==> config.mk <==
export PLATFORM = sky130hd
export DESIGN_NAME = exact_4x4
export DESIGN_NICKNAME = d
export VERILOG_FILES = /design/src/rtl/exact_4x4.sv
export SDC_FILE = /design/constraint.sdc
export NUM_CORES = 1
export LEC_CHECK = 0
export CELL_PAD_IN_SITES_DETAIL_PLACEMENT = 0
export CELL_PAD_IN_SITES_GLOBAL_PLACEMENT = 1
export CORE_MARGIN = 3
export CORE_UTILIZATION = 36
export DETAILED_ROUTE_END_ITERATION = 10
export PLACE_DENSITY = 0.89
export SLEW_MARGIN = 20
export SYNTH_ARGS = -nofsm -noshare
export SYNTH_HDL_FRONTEND = slang
export SYNTH_HIERARCHICAL = 1
export SYNTH_SLANG_ARGS = --single-unit
==> constraint.sdc <==
create_clock -name clk -period 0.8 [get_ports clk]
set_input_delay 0.16 -clock clk [delete_from_list [all_inputs] [get_ports clk]]
set_output_delay 0.16 -clock clk [all_outputs]
set_load 0.01 [all_outputs]
==> src/rtl/exact_4x4.sv <==
// exact_4x4 -- exact 4x4 unsigned multiplier with a registered product.
// Built from four exact 2x2 partial-product blocks and a shifted-add
// accumulation, the same structure as the approximate recursive variants.
//
// Ports:
//   clk  in   rising-edge clock
//   rst  in   asynchronous active-high reset (clears Y)
//   a    in   4-bit unsigned multiplicand
//   b    in   4-bit unsigned multiplier
//   Y    out  8-bit unsigned product a*b, registered (1-cycle latency)

// exact_2x2 -- exact 2-bit x 2-bit unsigned multiplier.
// Ports:
//   a  in   2-bit operand
//   b  in   2-bit operand
//   p  out  4-bit product (3*3 = 9 produced exactly)
module exact_2x2 (
    input  logic [1:0] a,
    input  logic [1:0] b,
    output logic [3:0] p
);
    logic lo_lo;
    logic hi_hi;

    always_comb begin
        lo_lo = a[0] & b[0];
        hi_hi = a[1] & b[1];
        p[0]  = lo_lo;
        p[1]  = (a[1] & b[0]) ^ (a[0] & b[1]);
        // Bit 2 is set only for 2*2 and 2*3/3*2; when both LSB products are
        // also set (3*3) the carry moves the weight up to bit 3 instead.
        p[2]  = hi_hi & ~lo_lo;
        p[3]  = hi_hi & lo_lo;
    end
endmodule

module exact_4x4 (
    input  logic       clk,
    input  logic       rst,
    input  logic [3:0] a,
    input  logic [3:0] b,
    output logic [7:0] Y
);
    logic [3:0] p0;  // aL*bL
    logic [3:0] p1;  // aH*bL
    logic [3:0] p2;  // aL*bH
    logic [3:0] p3;  // aH*bH
    logic [7:0] sum;

    exact_2x2 u_p0 (.a(a[1:0]), .b(b[1:0]), .p(p0));
    exact_2x2 u_p1 (.a(a[3:2]), .b(b[1:0]), .p(p1));
    exact_2x2 u_p2 (.a(a[1:0]), .b(b[3:2]), .p(p2));
    exact_2x2 u_p3 (.a(a[3:2]), .b(b[3:2]), .p(p3));

    always_comb begin
        sum = {4'b0000, p0}
            + {2'b00, p1, 2'b00}
            + {2'b00, p2, 2'b00}
            + {p3, 4'b0000};
    end

    always_ff @(posedge clk or posedge rst) begin
        if (rst) begin
            Y <= '0;
        end else begin
            Y <= sum;
        end
    end
endmodule

==> metrics.log, run 1 <==
[metrics] result of the run: finished, violations left
[metrics] violated checks: negative setup slack
[metrics] Worst setup EP type: register
[metrics] number of antenna violations at the first check in global routing: 0
[metrics] Reg clk slew, reported paths: 0.05 ns
[metrics] worst path cell trace: buf_8 -> and2_4 -> and3_4 -> fa_1 -> ha_4 -> inv_2 -> fa_2 -> nand2b_4 -> a21oi_2 -> xor2_1
[metrics] register with the most flip-flops: Y
[metrics] total of max-cap violations: 0
[metrics] overall via count from detail_route: a little over 500
[metrics] hold_buf cts: 0
[metrics] top cells by instance count after synthesis: nand2_1 (12), inv_1 (10), dfrtp_1 (8)
[metrics] final critical path time including I/O delays and setup: ~1.8 ns
[metrics] CP Launch Type: input pin
[metrics] FF+latch count, synth: 8
[metrics] combined area of all synthesized cells: about 640 um^2
[metrics] via density per instance: around 4.1
[metrics] count of flip-flops with a built-in enable after synthesis: 0
[metrics] critical path fanouts, max: 4
[metrics] length of the first detailed-routing pass in iterations: 3
[metrics] Regs by FF count: Y (8)
[metrics] CTS HTree Levels: 1
[metrics] critical path required time: 0.97 ns
[metrics] syn_area_per_cell: approximately 9.4 um^2
[metrics] share of post-route cells with drive strength above 1: 0.590
[metrics] hold violation count in the final report: 0
[metrics] setup violators final: 14
[metrics] Bufs on Longest Clock Path: 2
[metrics] Layout Area Growth over Synthesis: 62.0%
[metrics] Seq/Total Area, Yosys: 0.314
[metrics] final antenna-violating net count: 0
[metrics] RSZ-0062 raised after global routing: yes
[metrics] CTS buffer count: 3
[metrics] Antenna diodes: 0
[metrics] top cell type's share of synthesized area: 0.314
[metrics] category of cells accounting for the largest share of critical-path delay: adder cells
[metrics] overall track demand over capacity in global routing: 0.122
[metrics] nets@finish: 121
[metrics] Total Die Area: ~0.0023 mm^2
[metrics] class of the tightest hold or removal check: in -> async
[metrics] initial DRC count: 2
[metrics] Max Clock Freq: ~550 MHz
[metrics] width of the chip: about 48 um
[metrics] buffer type at the clock tree root: clkbuf_4
[metrics] async set or reset register ratio after synthesis: 1.00
[metrics] post-route clock period utilization: 2.29
[metrics] CTS tree: yes
[metrics] classification of the worst setup path: in -> reg
[metrics] number of global-route vias before repair: 513
[metrics] top flip-flop cell by instance count after synthesis: dfrtp_1
[metrics] slew at the pin closest to its max-slew limit: approximately 0.28 ns
[metrics] non-filler instance count after layout: 124
[metrics] standard cell with the maximum stage delay on the critical path: fa_1
[metrics] setup ws final: -1.03 ns
[metrics] # placed instances: between 100 and 150
[metrics] cell with the most instances after synthesis: nand2_1
[metrics] area leader, netlist: dfrtp_1
[metrics] gate count of the mapped netlist: 68
[metrics] first-pass GRT wire length: ~2000 um
[metrics] total routed wirelength: ~1200 um
[metrics] detailed placement HPWL: 966 um
[metrics] Relative slew margins: 0.815
[metrics] count of buffer and inverter cells on the critical path: 2
[metrics] Core Footprint: between 0.0015 and 0.002 mm^2
[metrics] maximum number of pins on one net before global-route repair: 9
[metrics] TritonCTS sink count: 8
[metrics] PD cells: about 1400 mW/mm^2
[metrics] number of placement rows: 14
[metrics] number of flip-flops in the largest register: 8
[metrics] Boundary Pins: 18
[metrics] effective utilization at floorplan: 0.400
[metrics] DR DRC count: 0
[metrics] Leakage: about 0.54 nW
[metrics] die extent in y: between 40 and 50 um
[metrics] Port-buffer cells: 17
[metrics] CP Data Arrival Time: approximately 2.0 ns
[metrics] stage delay of the slowest cell on the critical path: ~0.52 ns
[metrics] maximum ir drop on the vdd rail: ~0.00055 V
[metrics] Remaining Overflow, GRT: 0
[metrics] Synth Net Count: between 80 and 90
[metrics] Synth area leaders: dfrtp_1 (31%), fa_1 (16%), ha_1 (7.8%)
[metrics] average wire length per cell after detail routing: around 10 um
[metrics] Synthesis Warnings: 6
[metrics] Final Wtd Congestion: approximately 0.75
[metrics] Max Transition Viols Final: 0
[metrics] share of the core filled with cells: 0.648
[metrics] number of distinct library cells after synthesis: 14
-- power breakdown --
group / switching (mW) / internal (mW) / total [mW] / leakage [nW]
sequential: 0.0259 / 0.477 / 0.503 / 0.0994
clock: 0.110 / 0.170 / 0.280 / 0.0138
combinational: 0.274 / 0.357 / 0.630 / 0.429
-- how the worst max path moves through the flow --
stage,to,cells past startpoint,start
after CTS,Y[7]$_DFF_PP0_,10,b[0]
after global routing,Y[7]$_DFF_PP0_,10,b[0]
final,Y[7]$_DFF_PP0_,10,b[0]
after floorplan,Y[7]$_DFF_PP0_,9,a[0]
after global placement,Y[7]$_DFF_PP0_,10,b[2]
after detailed placement,Y[7]$_DFF_PP0_,10,b[0]
-- metrics by stage --
stage,area [um^2],total power [mW],setup TNS (ns),hold WS [ns],worst slack (ns)
after global routing,1030,1.52,-5.30,0.188,-1.08
after floorplan,693,0.814,-4.59,-0.0243,-1.15
after detailed placement,931,1.09,-10.48,0.412,-1.78
after global placement,931,1.07,-10.16,0.409,-1.73
after CTS,961,1.33,-5.00,0.160,-1.07
final,1030,1.41,-4.83,0.154,-1.03
-- cells by family (layout without fill, tap and decap cells) --
family,count (synthesis),count (layout),share of synthesized area
adder cells (fa/ha/maj),9,9,0.235
AO/OA/AOI/OAI,3,3,0.0392
flip-flops,8,8,0.314
XOR/XNOR,7,7,0.0961
AND/OR/NAND/NOR,27,27,0.210
buffers and inverters,14,46,0.106
-- what timing repair did --
| action | in CTS | in global routing |
|---|---|---|
| setup buffers | 4 | 2 |
| resized for setup | 75 | 17 |
| pin swaps | 13 | 6 |
| setup endpoints to repair | 16 | 14 |
| hold endpoints to repair | 0 | 0 |
-- layout by cell type (no fill, tap or decap), drive strengths merged --
cell / n
clkbuf: 3
xor2: 5
clkdlybuf4s50: 1
a21oi: 2
nand2b: 1
a21o: 1
and2: 4
dfrtp: 8
inv: 10
and3: 4
nor2: 6
buf: 32
fa: 5
nand2: 12
xnor2: 2
ha: 4
-- metal layers --
| metal | track usage | share of wire |
|---|---|---|
| met1 | 0.143 | 0.39 |
| met2 | 0.235 | 0.55 |
| met3 | 0.0111 | 0.068 |
| met4 | 0.0323 | 0 |
| met5 | 0 | 0 |
-- final cells by class --
class | instances | area [um^2]
flip-flops and latches | 8 | 200
repair buffers | 33 | 288
fillers | 124 | 561
inverters | 10 | 37.5
multi-input cells | 46 | 455
well taps | 24 | 30.0
clock buffers | 3 | 22.5
(Power assumes the default switching activity.)
==> run 2: changes to the inputs <==
--- a/config.mk
+++ b/config.mk
@@ -10,7 +10,8 @@
 export CORE_MARGIN = 3
 export CORE_UTILIZATION = 36
 export DETAILED_ROUTE_END_ITERATION = 10
-export PLACE_DENSITY = 0.89
+export PLACE_DENSITY_LB_ADDON = 0.2
+export SETUP_SLACK_MARGIN = 0.02
 export SLEW_MARGIN = 20
 export SYNTH_ARGS = -nofsm -noshare
 export SYNTH_HDL_FRONTEND = slang
==> run 2 against run 1 <==
Compared with the run above:
- the run still ends with negative setup slack left
- first-iteration DRC count fell by 100%
- global-route usage fell by 0.41 points
- cell area did not move
- count of clock-buffer cells in the layout did not move
- combinational power fell by 6.2%
- final cell count fell by 0.81%
- die area did not move
- critical path type unchanged
- largest cell class unchanged
==> metrics.log, run 2 (same netlist as run 1, synthesis figures left out) <==
[metrics] result of the run: finished, violations left
[metrics] violated checks: negative setup slack
[metrics] PD cells: 1320 mW/mm^2 (-3.4%)
[metrics] maximum number of pins on one net before global-route repair: 9 (unchanged)
[metrics] classification of the worst setup path: in -> reg
[metrics] wire length on met2: 614 um (-9.6%)
[metrics] post-route clock period utilization: 2.31 (+0.0266)
[metrics] Remaining Overflow, GRT: 0 (unchanged)
[metrics] hold violation count in the final report: 0 (unchanged)
[metrics] effective utilization at floorplan: 0.400 (unchanged)
[metrics] Leakage: 0.534 nW (-1.6%)
[metrics] Max Transition Viols Final: 0 (unchanged)
[metrics] Relative slew margins: 0.818 (+0.00278)
[metrics] detailed placement HPWL: 973 um (+0.74%)
[metrics] slew at the pin closest to its max-slew limit: 0.272 ns (-0.00417 ns)
[metrics] setup violators final: 14 (unchanged)
[metrics] count of buffer and inverter cells on the critical path: 2 (unchanged)
[metrics] width of the chip: 48.1 um (unchanged)
[metrics] Bufs on Longest Clock Path: 2 (unchanged)
[metrics] Worst setup EP type: register
[metrics] number of global-route vias before repair: 496 (-3.3%)
[metrics] Total Die Area: 0.00231 mm^2 (unchanged)
[metrics] Core Footprint: 0.00159 mm^2 (unchanged)
[metrics] Antenna diodes: 0 (unchanged)
[metrics] RSZ-0062 raised after global routing: yes
[metrics] Boundary Pins: 18 (unchanged)
[metrics] WL met1: 409 um (-15%)
[metrics] CTS buffer count: 3 (unchanged)
[metrics] CTS tree: yes
[metrics] launching element of the worst setup path: b[0]
[metrics] routed wl met3: 101 um (+20%)
[metrics] maximum ir drop on the vdd rail: 0.000512 V (-6.6%)
[metrics] overall track demand over capacity in global routing: 0.118 (-0.00407)
[metrics] highest-count cells in the layout ignoring fill and taps: buf_4 (11), buf_6 (10), buf_2 (9)
[metrics] worst hold-check slack: 0.148 ns (-0.00569 ns)
[metrics] class of the tightest hold or removal check: in -> async
[metrics] Layout Area Growth over Synthesis: 62.0% (unchanged)
[metrics] worst slack at placement: -1.76 ns (+0.0154 ns)
[metrics] critical path required time: 0.97 ns (about the same)
[metrics] number of cells on the critical path: 10 (unchanged)
[metrics] Reg clk slew, reported paths: 0.05 ns (about the same)
[metrics] buffer type at the clock tree root: clkbuf_4
[metrics] nets@finish: 120 (-0.83%)
[metrics] # placed instances: 116 (+0.87%)
[metrics] TritonCTS sink count: 8 (unchanged)
[metrics] average wire length per cell after detail routing: 9.50 um (-5.3%)
[metrics] die extent in y: 48.1 um (unchanged)
[metrics] number of antenna violations at the first check in global routing: 0 (unchanged)
[metrics] Regs by FF count: Y (8)
[metrics] CP Launch Type: input pin
[metrics] initial DRC count: 0 (-2)
[metrics] hold_buf cts: 0 (unchanged)
[metrics] standard cell with the maximum stage delay on the critical path: fa_1
[metrics] CP Data Arrival Time: 2.02 ns (+0.02 ns)
[metrics] crit path to: Y[7]$_DFF_PP0_
[metrics] Max Clock Freq: 540 MHz (-1.2%)
[metrics] CTS HTree Levels: 1 (unchanged)
[metrics] via density per instance: 4.25 (+2.6%)
[metrics] stage delay of the slowest cell on the critical path: 0.51 ns (about the same)
[metrics] category of cells accounting for the largest share of critical-path delay: adder cells
[metrics] total routed wirelength: 1170 um (-6.1%)
[metrics] highest layer used for signal routing: met4
[metrics] DR DRC count: 0 (unchanged)
[metrics] worst path cell trace: buf_8 -> and2_4 -> and3_4 -> fa_1 -> ha_4 -> inv_2 -> fa_2 -> nand2b_4 -> a21oi_2 -> xor2_1
[metrics] critical path fanouts, max: 3 (-1)
[metrics] Final Wtd Congestion: 0.748 (+0.32%)
[metrics] final antenna-violating net count: 0 (unchanged)
[metrics] Port-buffer cells: 17 (unchanged)
[metrics] number of flip-flops in the largest register: 8 (unchanged)
[metrics] most common cell after layout, fill and taps aside: buf_4
[metrics] first-pass GRT wire length: 1810 um (-10%)
[metrics] total of max-cap violations: 0 (unchanged)
[metrics] overall via count from detail_route: 523 (+1.8%)
[metrics] number of placement rows: 14 (unchanged)
[metrics] final critical path time including I/O delays and setup: 1.85 ns (+0.0213 ns)
[metrics] length of the first detailed-routing pass in iterations: 1 (-2)
[metrics] share of post-route cells with drive strength above 1: 0.636 (+0.0464)
[metrics] non-filler instance count after layout: 123 (-0.81%)
[metrics] setup ws final: -1.05 ns (-0.0213 ns)
[metrics] register with the most flip-flops: Y
## run 2: cell types whose count changed in the layout (fill, tap and decap cells not counted)
| cell | previous run | this run |
|---|---|---|
| buf_2 | 6 | 9 |
| buf_4 | 13 | 11 |
| buf_6 | 12 | 10 |
| nand2_1 | 8 | 6 |
| nand2_2 | 3 | 5 |
| fa_1 | 4 | 3 |
| fa_2 | 1 | 2 |
| nor2_1 | 4 | 3 |
| nor2_4 | 1 | 2 |
| xor2_1 | 4 | 3 |
| xor2_2 | 1 | 2 |
## run 2: cell type report
| type | instances | area [um^2] |
|---|---|---|
| Tap cell | 24 | 30.0 |
| Clock buffer | 3 | 22.5 |
| Inverter | 10 | 37.5 |
| Sequential cell | 8 | 200 |
| Multi-Input combinational cell | 46 | 478 |
| Fill cell | 127 | 561 |
| Timing Repair Buffer | 32 | 265 |
## run 2: report_power, final
part           switching, mW  internal (mW)  total (mW)  leakage, nW
sequential            0.0132          0.476       0.489       0.0994
clock                  0.115          0.170       0.285       0.0138
combinational          0.275          0.315       0.591        0.421
## run 2: timing repair
item	CTS	global route
resized for setup	75	22
pin swaps	10	10
setup buffers	4	1
endpoints found under the setup margin	15	14
## run 2: worst min path at each step
stage / from / end / slack, ns
finish: rst / Y[5]$_DFF_PP0_ / 0.15
global route: rst / Y[4]$_DFF_PP0_ / 0.16
CTS: rst / Y[5]$_DFF_PP0_ / 0.15
detailed placement: rst / Y[5]$_DFF_PP0_ / 0.41
global placement: rst / Y[4]$_DFF_PP0_ / 0.41
floorplan: rst / Y[0]$_DFF_PP0_ / -0.02
## run 2: per-stage QoR
stage	utilization	setup TNS (ns)	power (mW)	area (um^2)
after floorplan	-	-4.59	0.814	693
after global placement	0.589	-10.11	1.08	938
after detailed placement	0.589	-10.26	1.09	938
after CTS	0.618	-5.33	1.36	985
after global routing	0.648	-5.57	1.47	1030
final	0.648	-4.99	1.37	1030
## run 2: layer usage
metal  up-vias  global-route usage
met5         -                   0
met4         0               0.124
met3         4              0.0148
met2        19               0.216
met1       237               0.106
li1        263                   -
==> run 3: changes to the inputs <==
--- a/config.mk
+++ b/config.mk
@@ -8,12 +8,11 @@
 export CELL_PAD_IN_SITES_DETAIL_PLACEMENT = 0
 export CELL_PAD_IN_SITES_GLOBAL_PLACEMENT = 1
 export CORE_MARGIN = 3
-export CORE_UTILIZATION = 36
+export CORE_UTILIZATION = 35
 export DETAILED_ROUTE_END_ITERATION = 10
 export PLACE_DENSITY_LB_ADDON = 0.2
 export SETUP_SLACK_MARGIN = 0.02
 export SLEW_MARGIN = 20
 export SYNTH_ARGS = -nofsm -noshare
 export SYNTH_HDL_FRONTEND = slang
-export SYNTH_HIERARCHICAL = 1
 export SYNTH_SLANG_ARGS = --single-unit
==> run 3 against run 2 <==
Compared with the run above:
- the flow still finishes with violations (negative setup slack)
- largest cell class unchanged
- via count shrank 0.38%
- maximum frequency up 5.3%
- power is 5.4% higher
- global-route usage increased by 0.33 points
- setup slack better by 0.093 ns
- critical endpoint is now Y[6]$_DFF_PP0_
- critical path depth down 1
- largest power group unchanged
- non-clock buffer count did not move
- synthesized cell count decreased by 8.8%
- combinational power is 13% higher
- count of clock-buffer cells in the layout stayed put
==> metrics.log, run 3 <==
[metrics] Antenna diodes: 0 (unchanged)
[metrics] worst slack at placement: -1.84 ns (-0.0849 ns)
[metrics] Max Clock Freq: 569 MHz (+5.3%)
[metrics] slew at the pin closest to its max-slew limit: 0.275 ns (+0.00242 ns)
[metrics] initial DRC count: 2 (+2)
[metrics] Regs by FF count: Y (8)
[metrics] PD cells: 1320 mW/mm^2 (-0.25%)
[metrics] highest-count cells in the layout ignoring fill and taps: buf_4 (13), dfrtp_1 (8), buf_2 (8)
[metrics] Port-buffer cells: 17 (unchanged)
[metrics] Internal Pwr Total: 1.01 mW (+4.7%)
[metrics] post-route clock period utilization: 2.20 (-0.116)
[metrics] Max Transition Viols Final: 0 (unchanged)
[metrics] Total Die Area: 0.00222 mm^2 (-3.8%)
[metrics] number of antenna violations at the first check in global routing: 0 (unchanged)
[metrics] die extent in y: 47.2 um (-1.9%)
[metrics] count of flip-flops with a built-in enable after synthesis: 0 (unchanged)
[metrics] maximum number of pins on one net before global-route repair: 9 (unchanged)
[metrics] top cell type's share of synthesized area: 0.338 (+0.0238)
[metrics] critical path required time: 0.96 ns (about the same)
[metrics] setup violators final: 14 (unchanged)
[metrics] DR DRC count: 0 (unchanged)
[metrics] Setup Total Neg Slack: -4.63 ns (+0.354 ns)
[metrics] share of post-route cells with drive strength above 1: 0.608 (-0.0281)
[metrics] CTS buffer count: 3 (unchanged)
[metrics] effective utilization at floorplan: 0.380 (-0.0199)
[metrics] Final Wtd Congestion: 0.750 (+0.19%)
[metrics] Reg clk slew, reported paths: 0.05 ns (about the same)
[metrics] non-filler instance count after layout: 113 (-8.1%)
[metrics] class of the tightest hold or removal check: in -> async
[metrics] top flip-flop cell by instance count after synthesis: dfrtp_1
[metrics] launching element of the worst setup path: a[2]
[metrics] power share of the sequential group: 0.342 (-0.016)
[metrics] Layout Area Growth over Synthesis: 84.2%
[metrics] Core Footprint: 0.00156 mm^2 (-2.2%)
[metrics] overall track demand over capacity in global routing: 0.121 (+0.00331)
[metrics] async set or reset register ratio after synthesis: 1.00 (unchanged)
[metrics] gate count of the mapped netlist: 62 (-8.8%)
[metrics] via density per instance: 4.61 (+8.4%)
[metrics] Worst setup EP type: register
[metrics] number of flip-flops in the largest register: 8 (unchanged)
[metrics] CTS tree: yes
[metrics] net switching fraction of the power: 0.301 (+0.00486)
[metrics] Synthesis Warnings: 0 (-6)
[metrics] number of global-route vias before repair: 444 (-10%)
[metrics] final antenna-violating net count: 0 (unchanged)
[metrics] Seq/Total Area, Yosys: 0.338 (+0.0238)
[metrics] RSZ-0062 raised after global routing: yes
[metrics] number of placement rows: 14 (unchanged)
[metrics] CTS HTree Levels: 1 (unchanged)
[metrics] total routed wirelength: 1320 um (+13%)
[metrics] hold violation count in the final report: 0 (unchanged)
[metrics] register with the most flip-flops: Y
[metrics] violated checks: negative setup slack
[metrics] Leakage: 0.537 nW (+0.68%)
[metrics] final critical path time including I/O delays and setup: 1.76 ns (-0.0926 ns)
[metrics] standard cell area after detailed placement: 940 um^2 (+0.13%)
[metrics] post-route cell area: 0.00109 mm^2 (+5.7%)
[metrics] Boundary Pins: 18 (unchanged)
[metrics] combined area of all synthesized cells: 593 um^2 (-7.1%)
[metrics] Filler cells: 115 (-9.4%)
[metrics] proportion of power drawn by the clock network: 0.193 (-0.016)
[metrics] classification of the worst setup path: in -> reg
[metrics] most common cell after layout, fill and taps aside: buf_4
[metrics] Relative slew margins: 0.817 (-0.00162)
[metrics] nets@finish: 118 (-1.7%)
[metrics] total of max-cap violations: 0 (unchanged)
[metrics] buffer type at the clock tree root: clkbuf_4
[metrics] critical path fanouts, max: 3 (unchanged)
[metrics] area leader, netlist: dfrtp_1
[metrics] result of the run: finished, violations left
[metrics] number of distinct library cells after synthesis: 17 (+3)
[metrics] power dissipated by switching net loads: 433 uW (+7.2%)
[metrics] Bufs on Longest Clock Path: 2 (unchanged)
[metrics] CP Data Arrival Time: 1.92 ns (-0.10 ns)
[metrics] Remaining Overflow, GRT: 0 (unchanged)
[metrics] Power Total: 1.44 mW (+5.4%)
[metrics] detailed placement HPWL: 985 um (+1.3%)
[metrics] CP Launch Type: input pin
[metrics] maximum ir drop on the vdd rail: 0.000603 V (+18%)
[metrics] Synth area leaders: dfrtp_1 (34%), fa_1 (14%), ha_1 (11%)
[metrics] top cells by instance count after synthesis: nand2_1 (11), inv_1 (9), dfrtp_1 (8)
[metrics] syn_area_per_cell: 9.57 um^2 (+1.9%)
[metrics] length of the first detailed-routing pass in iterations: 4 (+3)
[metrics] # placed instances: 107 (-7.8%)
[metrics] TritonCTS sink count: 8 (unchanged)
[metrics] first-pass GRT wire length: 1860 um (+2.7%)
[metrics] overall via count from detail_route: 521 (-0.38%)
[metrics] FF+latch count, synth: 8 (unchanged)
[metrics] width of the chip: 47.2 um (-1.9%)
[metrics] setup ws final: -0.958 ns (+0.0926 ns)
[metrics] average wire length per cell after detail routing: 11.7 um (+23%)
[metrics] cell with the most instances after synthesis: nand2_1
[metrics] combinational group share of total power: 0.465 (+0.032)
[metrics] Synth Net Count: 81 (-6.9%)
run 3: cell types whose count changed in the layout (fill, tap and decap cells not counted), sizes merged:
cell	before	now
a31o	0	1
and2	4	2
and3	4	1
fa	5	4
ha	4	5
inv	10	9
nand2	12	11
nand3	0	3
nand3b	0	1
nand4	0	2
nor2	6	3
xnor2	2	7
xor2	5	1
run 3: final timing paths:
kind	end	slack [ns]	cells after the start
worst max-delay path	Y[6]$_DFF_PP0_	-0.96	9
worst min-delay path	Y[4]$_DFF_PP0_	0.15	2
max in group asynchronous	Y[1]$_DFF_PP0_	0.44	2
min in group clk	Y[1]$_DFF_PP0_	0.20	3
run 3: cell families after synthesis:
family	synth area share
buffers and inverters	0.0570
AND/OR/NAND/NOR	0.190
AO/OA/AOI/OAI	0.0570
adder cells (fa/ha/maj)	0.241
flip-flops	0.338
XOR/XNOR	0.118
run 3: per-stage QoR:
step                 util  hold slack, ns
floorplan               -         -0.0243
global placement    0.603           0.413
detailed placement  0.603           0.422
CTS                 0.604           0.150
global route        0.701           0.179
finish              0.701           0.151
run 3: final cells by class:
type	instances	area, um^2	share of cell area
Multi-Input combinational cell	45	533	0.488
Timing Repair Buffer	32	283	0.259
Sequential cell	8	200	0.183
Inverter	9	33.8	0.0309
Clock buffer	3	22.5	0.0206
Tap cell	16	20.0	0.0183
run 3: timing repair:
item                       in CTS  in global routing
hold buffers                    0                  0
pin swaps                      11                 16
setup endpoints to repair      15                 14
buffers inserted                1                  2
gates resized for setup        77                 27
run 3: power by group through the flow:
stage | Sequential [mW] | Clock, mW | Combinational, mW
after global placement | 0.499 | 0 | 0.597
after global routing | 0.498 | 0.303 | 0.738
after CTS | 0.488 | 0.300 | 0.551
final | 0.492 | 0.278 | 0.670
after detailed placement | 0.498 | 0 | 0.601
after floorplan | 0.543 | 0 | 0.251
run 3: critical path, stage by stage:
cell and delay, ns:
buf_8 0.11, and2_4 0.17, nand3b_1 0.18, fa_2 0.59, inv_2 0.05, ha_4 0.20
a21o_1 0.18, a21oi_2 0.13, xnor2_1 0.14
run 3: metal layers:
metal,track usage,vias up,part of all wire
met5,0,-,0
met4,0.0829,0,0.0060
met3,0.0115,2,0.030
met2,0.209,12,0.57
met1,0.141,239,0.39
li1,-,268,-
